[config.mk]
export PLATFORM = sky130hd
export DESIGN_NAME = song_sequencer
export DESIGN_NICKNAME = d
export VERILOG_FILES = /design/src/rtl/song_pkg.sv /design/src/rtl/song_sequencer_addr_counter.sv /design/src/rtl/song_sequencer.sv
export SDC_FILE = /design/constraint.sdc
export NUM_CORES = 1
export LEC_CHECK = 0
export ABC_AREA = 1
export CORE_MARGIN = 2
export CORE_UTILIZATION = 46
export DETAILED_ROUTE_END_ITERATION = 7
export HOLD_SLACK_MARGIN = 0.06
export PLACE_DENSITY_LB_ADDON = 0.12
export RECOVER_POWER = 25
export SLEW_MARGIN = 0
export SYNTH_ARGS = -nofsm -noshare
export SYNTH_HDL_FRONTEND = slang
export SYNTH_SLANG_ARGS = --single-unit
[constraint.sdc]
create_clock -name clk -period 2.4 [get_ports clk]
set_input_delay 0.6 -clock clk [delete_from_list [all_inputs] [get_ports clk]]
set_output_delay 0.6 -clock clk [all_outputs]
set_load 0.02 [all_outputs]
[src/rtl/song_pkg.sv]
// Shared definitions for the song sequencer: default widths and the FSM state
// encoding used by the sequencer top level.
package song_pkg;

  localparam int SONG_BITS = 2;
  localparam int ADDR_BITS = 5;
  localparam int NOTE_W    = 6;
  localparam int DUR_W     = 6;

  typedef enum logic [2:0] {
    IDLE     = 3'd0,
    FETCH    = 3'd1,
    LOAD     = 3'd2,
    NEW_NOTE = 3'd3,
    WAIT     = 3'd4,
    PAUSE    = 3'd5,
    END      = 3'd6
  } state_t;

endpackage

[src/rtl/song_sequencer_addr_counter.sv]
// Note-address counter for the song sequencer. Clear has priority over
// increment, and the counter saturates at its last value instead of wrapping;
// the sequencer uses is_last to end the song there.
module addr_counter #(
  parameter int ADDR_BITS = song_pkg::ADDR_BITS
) (
  input  logic                 clk,
  input  logic                 reset,
  input  logic                 clear,
  input  logic                 inc,
  output logic [ADDR_BITS-1:0] count,
  output logic                 is_last
);

  assign is_last = (count == {ADDR_BITS{1'b1}});

  // Address register: clear wins, increment only below the last address
  always_ff @(posedge clk or negedge reset) begin
    if (!reset) begin
      count <= {ADDR_BITS{1'b0}};
    end else if (clear) begin
      count <= {ADDR_BITS{1'b0}};
    end else if (inc && !is_last) begin
      count <= count + ADDR_BITS'(1);
    end else begin
      count <= count;
    end
  end

endmodule

[src/rtl/song_sequencer.sv]
// Song sequencer: walks the {note, duration} words of the selected song in an
// external ROM, presenting one note at a time and waiting for note_done before
// fetching the next. Supports pause/resume (replays the current note), looping,
// and on-the-fly song change.
module song_sequencer #(
  parameter int SONG_BITS = song_pkg::SONG_BITS,
  parameter int ADDR_BITS = song_pkg::ADDR_BITS,
  parameter int NOTE_W    = song_pkg::NOTE_W,
  parameter int DUR_W     = song_pkg::DUR_W
) (
  input  logic                           clk,
  input  logic                           reset,
  input  logic                           play,
  input  logic                           loop,
  input  logic [SONG_BITS-1:0]           song,
  input  logic                           note_done,
  output logic [SONG_BITS+ADDR_BITS-1:0] rom_addr,
  input  logic [NOTE_W+DUR_W-1:0]        rom_data,
  output logic                           new_note,
  output logic [NOTE_W-1:0]              note,
  output logic [DUR_W-1:0]               duration,
  output logic                           song_done,
  output logic                           busy
);

  import song_pkg::*;

  state_t                 state;
  state_t                 state_next;
  logic [SONG_BITS-1:0]   song_q;
  logic                   play_q;
  logic                   play_armed;
  logic [ADDR_BITS-1:0]   addr;
  logic                   is_last;
  logic                   addr_clear;
  logic                   addr_inc;
  logic                   load_note;
  logic                   latch_song;
  logic                   song_change;
  logic                   play_rise;
  logic [NOTE_W-1:0]      rom_note;
  logic [DUR_W-1:0]       rom_dur;

  assign rom_note    = rom_data[NOTE_W+DUR_W-1:DUR_W];
  assign rom_dur     = rom_data[DUR_W-1:0];
  assign song_change = (song != song_q);
  // A start needs play to have been seen low since reset, so a level held
  // high across reset release is not mistaken for a fresh press.
  assign play_rise   = play && !play_q && play_armed;
  // Address comes straight from registers, so it is glitch-free for the ROM.
  assign rom_addr    = {song_q, addr};

  addr_counter #(
    .ADDR_BITS (ADDR_BITS)
  ) u_addr_counter (
    .clk     (clk),
    .reset   (reset),
    .clear   (addr_clear),
    .inc     (addr_inc),
    .count   (addr),
    .is_last (is_last)
  );

  // FSM state register
  always_ff @(posedge clk or negedge reset) begin
    if (!reset) begin
      state <= IDLE;
    end else begin
      state <= state_next;
    end
  end

  // Next-state and datapath controls; song change outranks every other move
  always_comb begin
    state_next = state;
    addr_clear = 1'b0;
    addr_inc   = 1'b0;
    load_note  = 1'b0;
    latch_song = 1'b0;
    if ((state != IDLE) && song_change) begin
      latch_song = 1'b1;
      addr_clear = 1'b1;
      state_next = FETCH;
    end else begin
      case (state)
        IDLE: begin
          addr_clear = 1'b1;
          if (play_rise) begin
            latch_song = 1'b1;
            state_next = FETCH;
          end else begin
            state_next = IDLE;
          end
        end
        FETCH: begin
          state_next = LOAD;
        end
        LOAD: begin
          if (rom_dur == {DUR_W{1'b0}}) begin
            state_next = END;
          end else begin
            load_note  = 1'b1;
            state_next = NEW_NOTE;
          end
        end
        NEW_NOTE: begin
          state_next = WAIT;
        end
        WAIT: begin
          if (!play) begin
            state_next = PAUSE;
          end else if (note_done && is_last) begin
            state_next = END;
          end else if (note_done) begin
            addr_inc   = 1'b1;
            state_next = FETCH;
          end else begin
            state_next = WAIT;
          end
        end
        PAUSE: begin
          if (play) begin
            state_next = NEW_NOTE;
          end else begin
            state_next = PAUSE;
          end
        end
        END: begin
          addr_clear = 1'b1;
          if (loop && play) begin
            state_next = FETCH;
          end else begin
            state_next = IDLE;
          end
        end
        default: begin
          addr_clear = 1'b1;
          state_next = IDLE;
        end
      endcase
    end
  end

  // Registered outputs, song latch and play edge tracking
  always_ff @(posedge clk or negedge reset) begin
    if (!reset) begin
      song_q     <= {SONG_BITS{1'b0}};
      play_q     <= 1'b0;
      play_armed <= 1'b0;
      note       <= {NOTE_W{1'b0}};
      duration   <= {DUR_W{1'b0}};
      new_note   <= 1'b0;
      song_done  <= 1'b0;
      busy       <= 1'b0;
    end else begin
      play_q <= play;
      if (!play) begin
        play_armed <= 1'b1;
      end
      if (latch_song) begin
        song_q <= song;
      end
      if (load_note) begin
        note     <= rom_note;
        duration <= rom_dur;
      end
      new_note  <= (state_next == NEW_NOTE);
      song_done <= (state_next == END);
      busy      <= (state_next != IDLE);
    end
  end

endmodule
==> flow_summary_export.csv, run 1 <==
group,metric,value,unit
outcome,outcome,"finished with violations",
outcome,failed_checks,"design-rule violations",
worst_hold_path,hold_end,"duration[3]",
timing,drv_slew,0,
timing,upper_clock_frequency_limit,506,MHz
yosys,syn-mean-instance-area,7.93,sq um
timing,final_hold_vio_count,0,
yosys,xor_xnor_portion_of_the_synthesized_cell_area,0.0190,
pwr,power_per_cell_area,1060,nW/um^2
setup_path,worstSetupPathType,"register to output pin",
run,timing.max_cap.violations,0,
floorplanning,std_cell_rows,19,
setup_path,crit_path_top_delay_cell,"clkdlybuf4s50_1",
floorplanning,floorplan.die_area,3450,sq um
finish,postLayoutCellArea,1810,sq um
floorplanning,die_h,58.8,um
floorplanning,die-width,58.8,um
setup_path,slowest_delay,630,ps
finish,fill_cells,259,
floorplanning,io-pin-count,41,
grt,pin_count_of_the_biggest_net_entering_global_routing,28,
drt,vias_cell,5.00,
drt,drt-initial-drc-count,58,
timing,final_worst_hold_slack,491,ps
yosys,muxShareOfSynthArea,0,
setup_path,setup.worst_path.end_class,"output pin",
yosys,synth_compound_area_frac,0.0290,
clocking,cts_max_level,1,
grt,grt_use_met3,0.0264,
drt,dr.pass1.iters,6,
grt,busiest_layer,"met2",
drt,route.detailed.drc,2,
clocking,numClockSinks,27,
clocking,cts_repair_resize_count,0,
timing,final_min_period_over_clock_period,0.823,
yosys,number_of_storage_elements_in_the_synthesis_netlist,27,
drt,wl_per_cell,12.0,um
drt,postRouteAntennaNets,0,
pwr,leakagePower,0.891,nW
timing,postLayoutSetupSlackWorst,425,ps
setup_path,regToRegSetupSlack,560,ps
worst_hold_path,hp-class,"register to register",
clocking,clock_path_buffers,2,
placement,post-place-ws,343,ps
yosys,synth-seq-area-share,0.490,
clocking,cts_buffers,3,
clocking,clk_latency,330,ps
setup_path,cp_num_buf_inv,1,
timing,finalWorstPathRequiredPeriod,1980,ps
timing,fin_skew,5.94,ps
timing,timing.setup.tns,0,ps
setup_path,cp.arrival,1380,ps
pwr,power,0.00193,W
grt,global_route.usage.total,0.186,
clocking,root_buffer_selected_by_cts,"clkbuf_4",
yosys,area_share_of_and_or_nand_nor_cells_after_synthesis,0.358,
placement,place.detailed.hpwl,2.31,mm
drt,drt_wl_total,2.94,mm
finish,drive_above_1_share,0.0884,
setup_path,rr_startpoint,"u_addr_counter.count[0]",
yosys,post_synth_fa_ha_maj_area_fraction,0.0181,
setup_path,crit_path_cells,"clkdlybuf4s50_1",
grt,grt_util_met1,0.237,
timing,slew_headroom,0.0463,
setup_path,cp.required,1800,ps
clocking,cts_hold_repair.buffers,0,
placement,routabilityCongestion,0.819,
setup_path,worst_reg2reg_path_endpoint,"u_addr_counter.count[0]",
finish,design.final.nets,237,
timing,max_slew.worst_pin.slew,1430,ps
worst_hold_path,whs_path_depth,2,
grt,antenna_found_initial,0,
yosys,syn_area,1380,sq um
setup_path,max_fo_critical_path,4,
yosys,synth_cell_types,23,
clocking,cts_tree,"built",
floorplanning,core_area,2810,sq um
timing,grt_setup_unrepaired,"false",
pwr,max-vdd-ir-drop,651,uV
clocking,worst_setup_hold_path_clk_slew,150,ps
finish,total_inserted_antenna_cells,0,
setup_path,start_kind,"register",
yosys,syn_inst,174,
grt,grt_pass1_vias,1248,
placement,detailed_place.area,1790,sq um
clocking,postCtsSetupRepairBufs,0,
placement,port_buffer_cells,40,
grt,met2_usage,0.313,
worst_hold_path,min_from,"duration[3]",
floorplanning,start_util,0.492,
drt,routed-via-count,1230,
finish,areaGrowthSynthToFinish,31.5,%
yosys,combinational_family_with_the_most_area_after_synthesis,"simple AND/OR/NAND/NOR gates",
yosys,yosys_warnings,0,
setup_path,cpLargestDelayFamily,"buffers and inverters",
yosys,syn_nets,195,
grt,grt_pass1_wl,5.02,mm
timing,finalSetupViolCount,0,
setup_path,r2r_cells,9,
grt,grt.overflow.total,0,
## per-stage QoR
stage / utilization / std cells
2_1_floorplan: - / 174
3_3_place_gp: 0.637 / 242
3_5_place_dp: 0.637 / 242
4_1_cts: 0.648 / 246
5_1_grt: 0.647 / 246
6_report: 0.647 / 246
## area by class of cell
cell class / instances / area [sq um] / share of cell area
Inverter: 19 / 72.6 / 0.0400
Sequential cell: 27 / 676 / 0.372
Clock inverter: 1 / 7.51 / 0.00414
Tap cell: 31 / 38.8 / 0.0214
Multi-Input combinational cell: 123 / 586 / 0.323
Timing Repair Buffer: 42 / 412 / 0.227
Clock buffer: 3 / 22.5 / 0.0124
## cells by family (layout without fill, tap and decap cells)
logic type	count (synthesis)	after routing
and+or+nand+nor	110	110
xor gates and xnor gates	3	3
adders and majority gates	2	2
DFF	27	27
AOI/OAI and AO/OA	8	8
buffers and inverters	24	65
## registers in the layout, summed over array words and instances, names as in the netlist
signal,flops
duration,6
note,6
u_addr_counter.count,5
state,3
song_q,2
busy,1
new_note,1
play_armed,1
play_q,1
song_done,1
## layout by cell type, fill, tap and decap left out, types with 2 or more instances in the layout
cell and count:
nand2_2 6, nand3_1 27, clkbuf_4 3, o21ai_0 3, nor2_2 2, nor2_1 20, dfrtp_1 27, inv_1 16
xnor2_1 2, a21oi_1 4, clkdlybuf4s50_1 39, nand2_1 50, ha_1 2, inv_2 2
## metal layers
| metal | up-vias | share of wire | wire length, um |
|---|---|---|---|
| met5 | - | 0 | 0 |
| met4 | 0 | 0.0058 | 17 |
| met3 | 2 | 0.039 | 114 |
| met2 | 25 | 0.52 | 1540 |
| met1 | 579 | 0.43 | 1270 |
| li1 | 624 | - | - |
## worst max-delay path by stage
stage,start,to,cells after the start
floorplan,u_addr_counter.count[0],busy,9
global placement,rom_data[3],note[4],8
detailed placement,rom_data[5],note[2],8
CTS,u_addr_counter.count[0],rom_addr[0],1
global route,reset,u_addr_counter.count[0],2
finish,u_addr_counter.count[0],rom_addr[0],1
## cells in the mapped netlist
| cell type | number | area [sq um] |
|---|---|---|
| xnor2_1 | 2 | 17.5 |
| buf_4 | 1 | 7.51 |
| inv_1 | 16 | 60.1 |
| dfrtp_1 | 27 | 676 |
| nand2_1 | 50 | 188 |
| and3_1 | 1 | 6.26 |
| buf_6 | 3 | 33.8 |
| nor3_4 | 1 | 16.3 |
| nand2_2 | 6 | 37.5 |
| xor2_1 | 1 | 8.76 |
| o21ai_1 | 1 | 5.00 |
| nor2_2 | 2 | 12.5 |
| ha_1 | 2 | 25.0 |
| inv_2 | 2 | 7.51 |
| nand4_1 | 1 | 6.26 |
| o21ai_0 | 3 | 15.0 |
| nor2_1 | 20 | 75.1 |
| or2_2 | 1 | 6.26 |
| a21oi_1 | 4 | 20.0 |
| buf_2 | 1 | 5.00 |
| nor2_4 | 1 | 11.3 |
| clkinv_2 | 1 | 5.00 |
| nand3_1 | 27 | 135 |
## power breakdown
group / switching [W] / internal, W / leakage, nW
registers: 0.000118 / 0.000599 / 0.342
clock network: 0.000140 / 0.0000638 / 0.0139
logic: 0.000591 / 0.000418 / 0.536
(Power assumes the default switching activity.)
==> run 2, diff against run 1 <==
- clock period: 2.4 -> 1.9 ns (I/O delays scaled with it)
==> run 2 against run 1 <==
Effect of this change:
- the run still ends with design-rule violations left
- sequential share of layout area fell by 0.98 points
- sequential power grew 25%
- critical path depth stayed put
- clock power is 22% higher
- worst setup slack worse by 350 ps
- design area rose by 2.7%
- register-to-register slack lost 420 ps
- worst hold slack about the same
==> flow_summary_export.csv, run 2 (same netlist as run 1, synthesis figures left out) <==
group,metric,value,unit
outcome,outcome,"finished with violations",
outcome,failed_checks,"design-rule violations",
pwr,power_frac_clock,0.100,
worst_hold_path,hp-class,"register to register",
setup_path,cp.arrival,1350,ps
timing,final_min_period_over_clock_period,0.959,
floorplanning,std_cell_rows,19,
pwr,leakagePower,0.974,nW
grt,global_route.usage.total,0.180,
setup_path,slowest_delay,620,ps
finish,layout.cells.most_common,"nand2_1",
pwr,power,0.00249,W
pwr,power_per_cell_area,1340,nW/um^2
timing,fin_skew,16.5,ps
finish,design.final.nets,242,
clocking,cts_max_level,1,
finish,multi_input_gate_area,591,sq um
pwr,max-vdd-ir-drop,770,uV
floorplanning,die-width,58.8,um
finish,areaGrowthSynthToFinish,35.0,%
setup_path,cp_num_buf_inv,1,
finish,instances_no_fill,251,
grt,grt_pass1_wl,4.72,mm
drt,postRouteAntennaNets,0,
floorplanning,die_h,58.8,um
finish,total_inserted_antenna_cells,0,
clocking,root_buffer_selected_by_cts,"clkbuf_4",
drt,vias_cell,4.95,
placement,routabilityCongestion,0.792,
placement,place.detailed.hpwl,2.26,mm
pwr,total_switching_power,0.00108,W
finish,largest_registers,"duration: 6 flops, note: 6 flops, u_addr_counter.count: 5 flops",
timing,max_slew.worst_pin.slew,660,ps
drt,routed-via-count,1242,
setup_path,cpLargestDelayFamily,"buffers and inverters",
timing,finalWorstPathRequiredPeriod,1820,ps
pwr,combinationalPowerShare,0.539,
timing,upper_clock_frequency_limit,549,MHz
grt,grt_pass1_vias,1160,
pwr,switching_share,0.432,
finish,layout.cells.most_common_list,"50 x nand2_1, 36 x clkdlybuf4s50_1, 27 x dfrtp_1, 26 x nand3_1, 20 x nor2_1",
timing,finalSetupViolCount,0,
drt,route.detailed.drc,2,
timing,final_hold_vio_count,0,
timing,slew_headroom,0.560,
grt,antenna_found_initial,0,
setup_path,max_fo_critical_path,4,
setup_path,crit_path_cells,"clkdlybuf4s50_1",
setup_path,start_kind,"register",
floorplanning,floorplan.die_area,3450,sq um
setup_path,worstSetupPathType,"register to output pin",
timing,drv_slew,0,
clocking,cts_tree,"built",
finish,drive_above_1_share,0.123,
drt,drt_wl_total,2.95,mm
floorplanning,start_util,0.492,
clocking,clock_path_buffers,2,
grt,grt.overflow.total,0,
finish,fill_cells,246,
placement,dp_cells,245,
clocking,clk_latency,330,ps
finish,layout.area.seq,676,sq um
setup_path,cp.required,1420,ps
drt,wl_per_cell,11.7,um
timing,final_worst_hold_slack,490,ps
grt,pin_count_of_the_biggest_net_entering_global_routing,28,
run,timing.max_cap.violations,0,
floorplanning,core_area,2810,sq um
floorplanning,io-pin-count,41,
pwr,internal_cell_power,0.00141,W
setup_path,crit_path_top_delay_cell,"clkdlybuf4s50_1",
setup_path,setup.worst_path.end_class,"output pin",
drt,drt-initial-drc-count,57,
clocking,cts_buffers,3,
pwr,p_seq_frac,0.361,
placement,port_buffer_cells,40,
drt,dr.pass1.iters,6,
clocking,numClockSinks,27,
clocking,worst_setup_hold_path_clk_slew,150,ps
[run 2: final cells by class]
class / instances / share of cell area
timing repair buffer: 47 / 0.246
sequential: 27 / 0.363
multi-input combinational: 123 / 0.317
clock buffer: 3 / 0.0121
tap: 31 / 0.0208
clock inverter: 1 / 0.00269
inverter: 19 / 0.0390
[run 2: worst paths after layout]
kind                                            to                     from  cells past startpoint  slack [ps]
setup / recovery                       rom_addr[1]  u_addr_counter.count[1]                      1          80
hold / removal                         duration[3]              duration[3]                      2         490
setup reg to reg           u_addr_counter.count[0]  u_addr_counter.count[0]                      9         140
hold reg to reg                        duration[3]              duration[3]                      2         490
max in group asynchronous  u_addr_counter.count[1]                    reset                      2         790
min in group asynchronous              duration[2]                    reset                      2         670
[run 2: metrics by stage]
stage / area, sq um / setup slack (ps) / util / TNS [ps]
2_1_floorplan: 1380 / 117 / - / 0
3_3_place_gp: 1810 / 34.4 / 0.645 / 0
3_5_place_dp: 1810 / 14.8 / 0.645 / 0
4_1_cts: 1840 / 31.6 / 0.655 / 0
5_1_grt: 1860 / -3.53 / 0.664 / -3.53
6_report: 1860 / 78.5 / 0.664 / 0
[run 2: metal layers]
metal | vias up | share of wire | track usage
met1 | 570 | 0.44 | 0.227
li1 | 636 | - | -
met5 | - | 0 | 0
met3 | 6 | 0.044 | 0.0264
met2 | 30 | 0.49 | 0.302
met4 | 0 | 0.021 | 0.0877
[run 2: power by group through the flow]
stage               combinational, W  clock, W  sequential [W]
floorplan                   0.000669         0         0.00107
CTS                          0.00135  0.000258        0.000901
detailed placement           0.00135         0        0.000910
finish                       0.00134  0.000249        0.000899
global placement             0.00131         0        0.000906
global route                 0.00148  0.000286        0.000925
[run 2: repair_timing]
item / in CTS / in global routing
gates resized for setup: 0 / 5
buffers inserted: 0 / 2
setup endpoints to repair: 0 / 8
hold buffers: 0 / 0
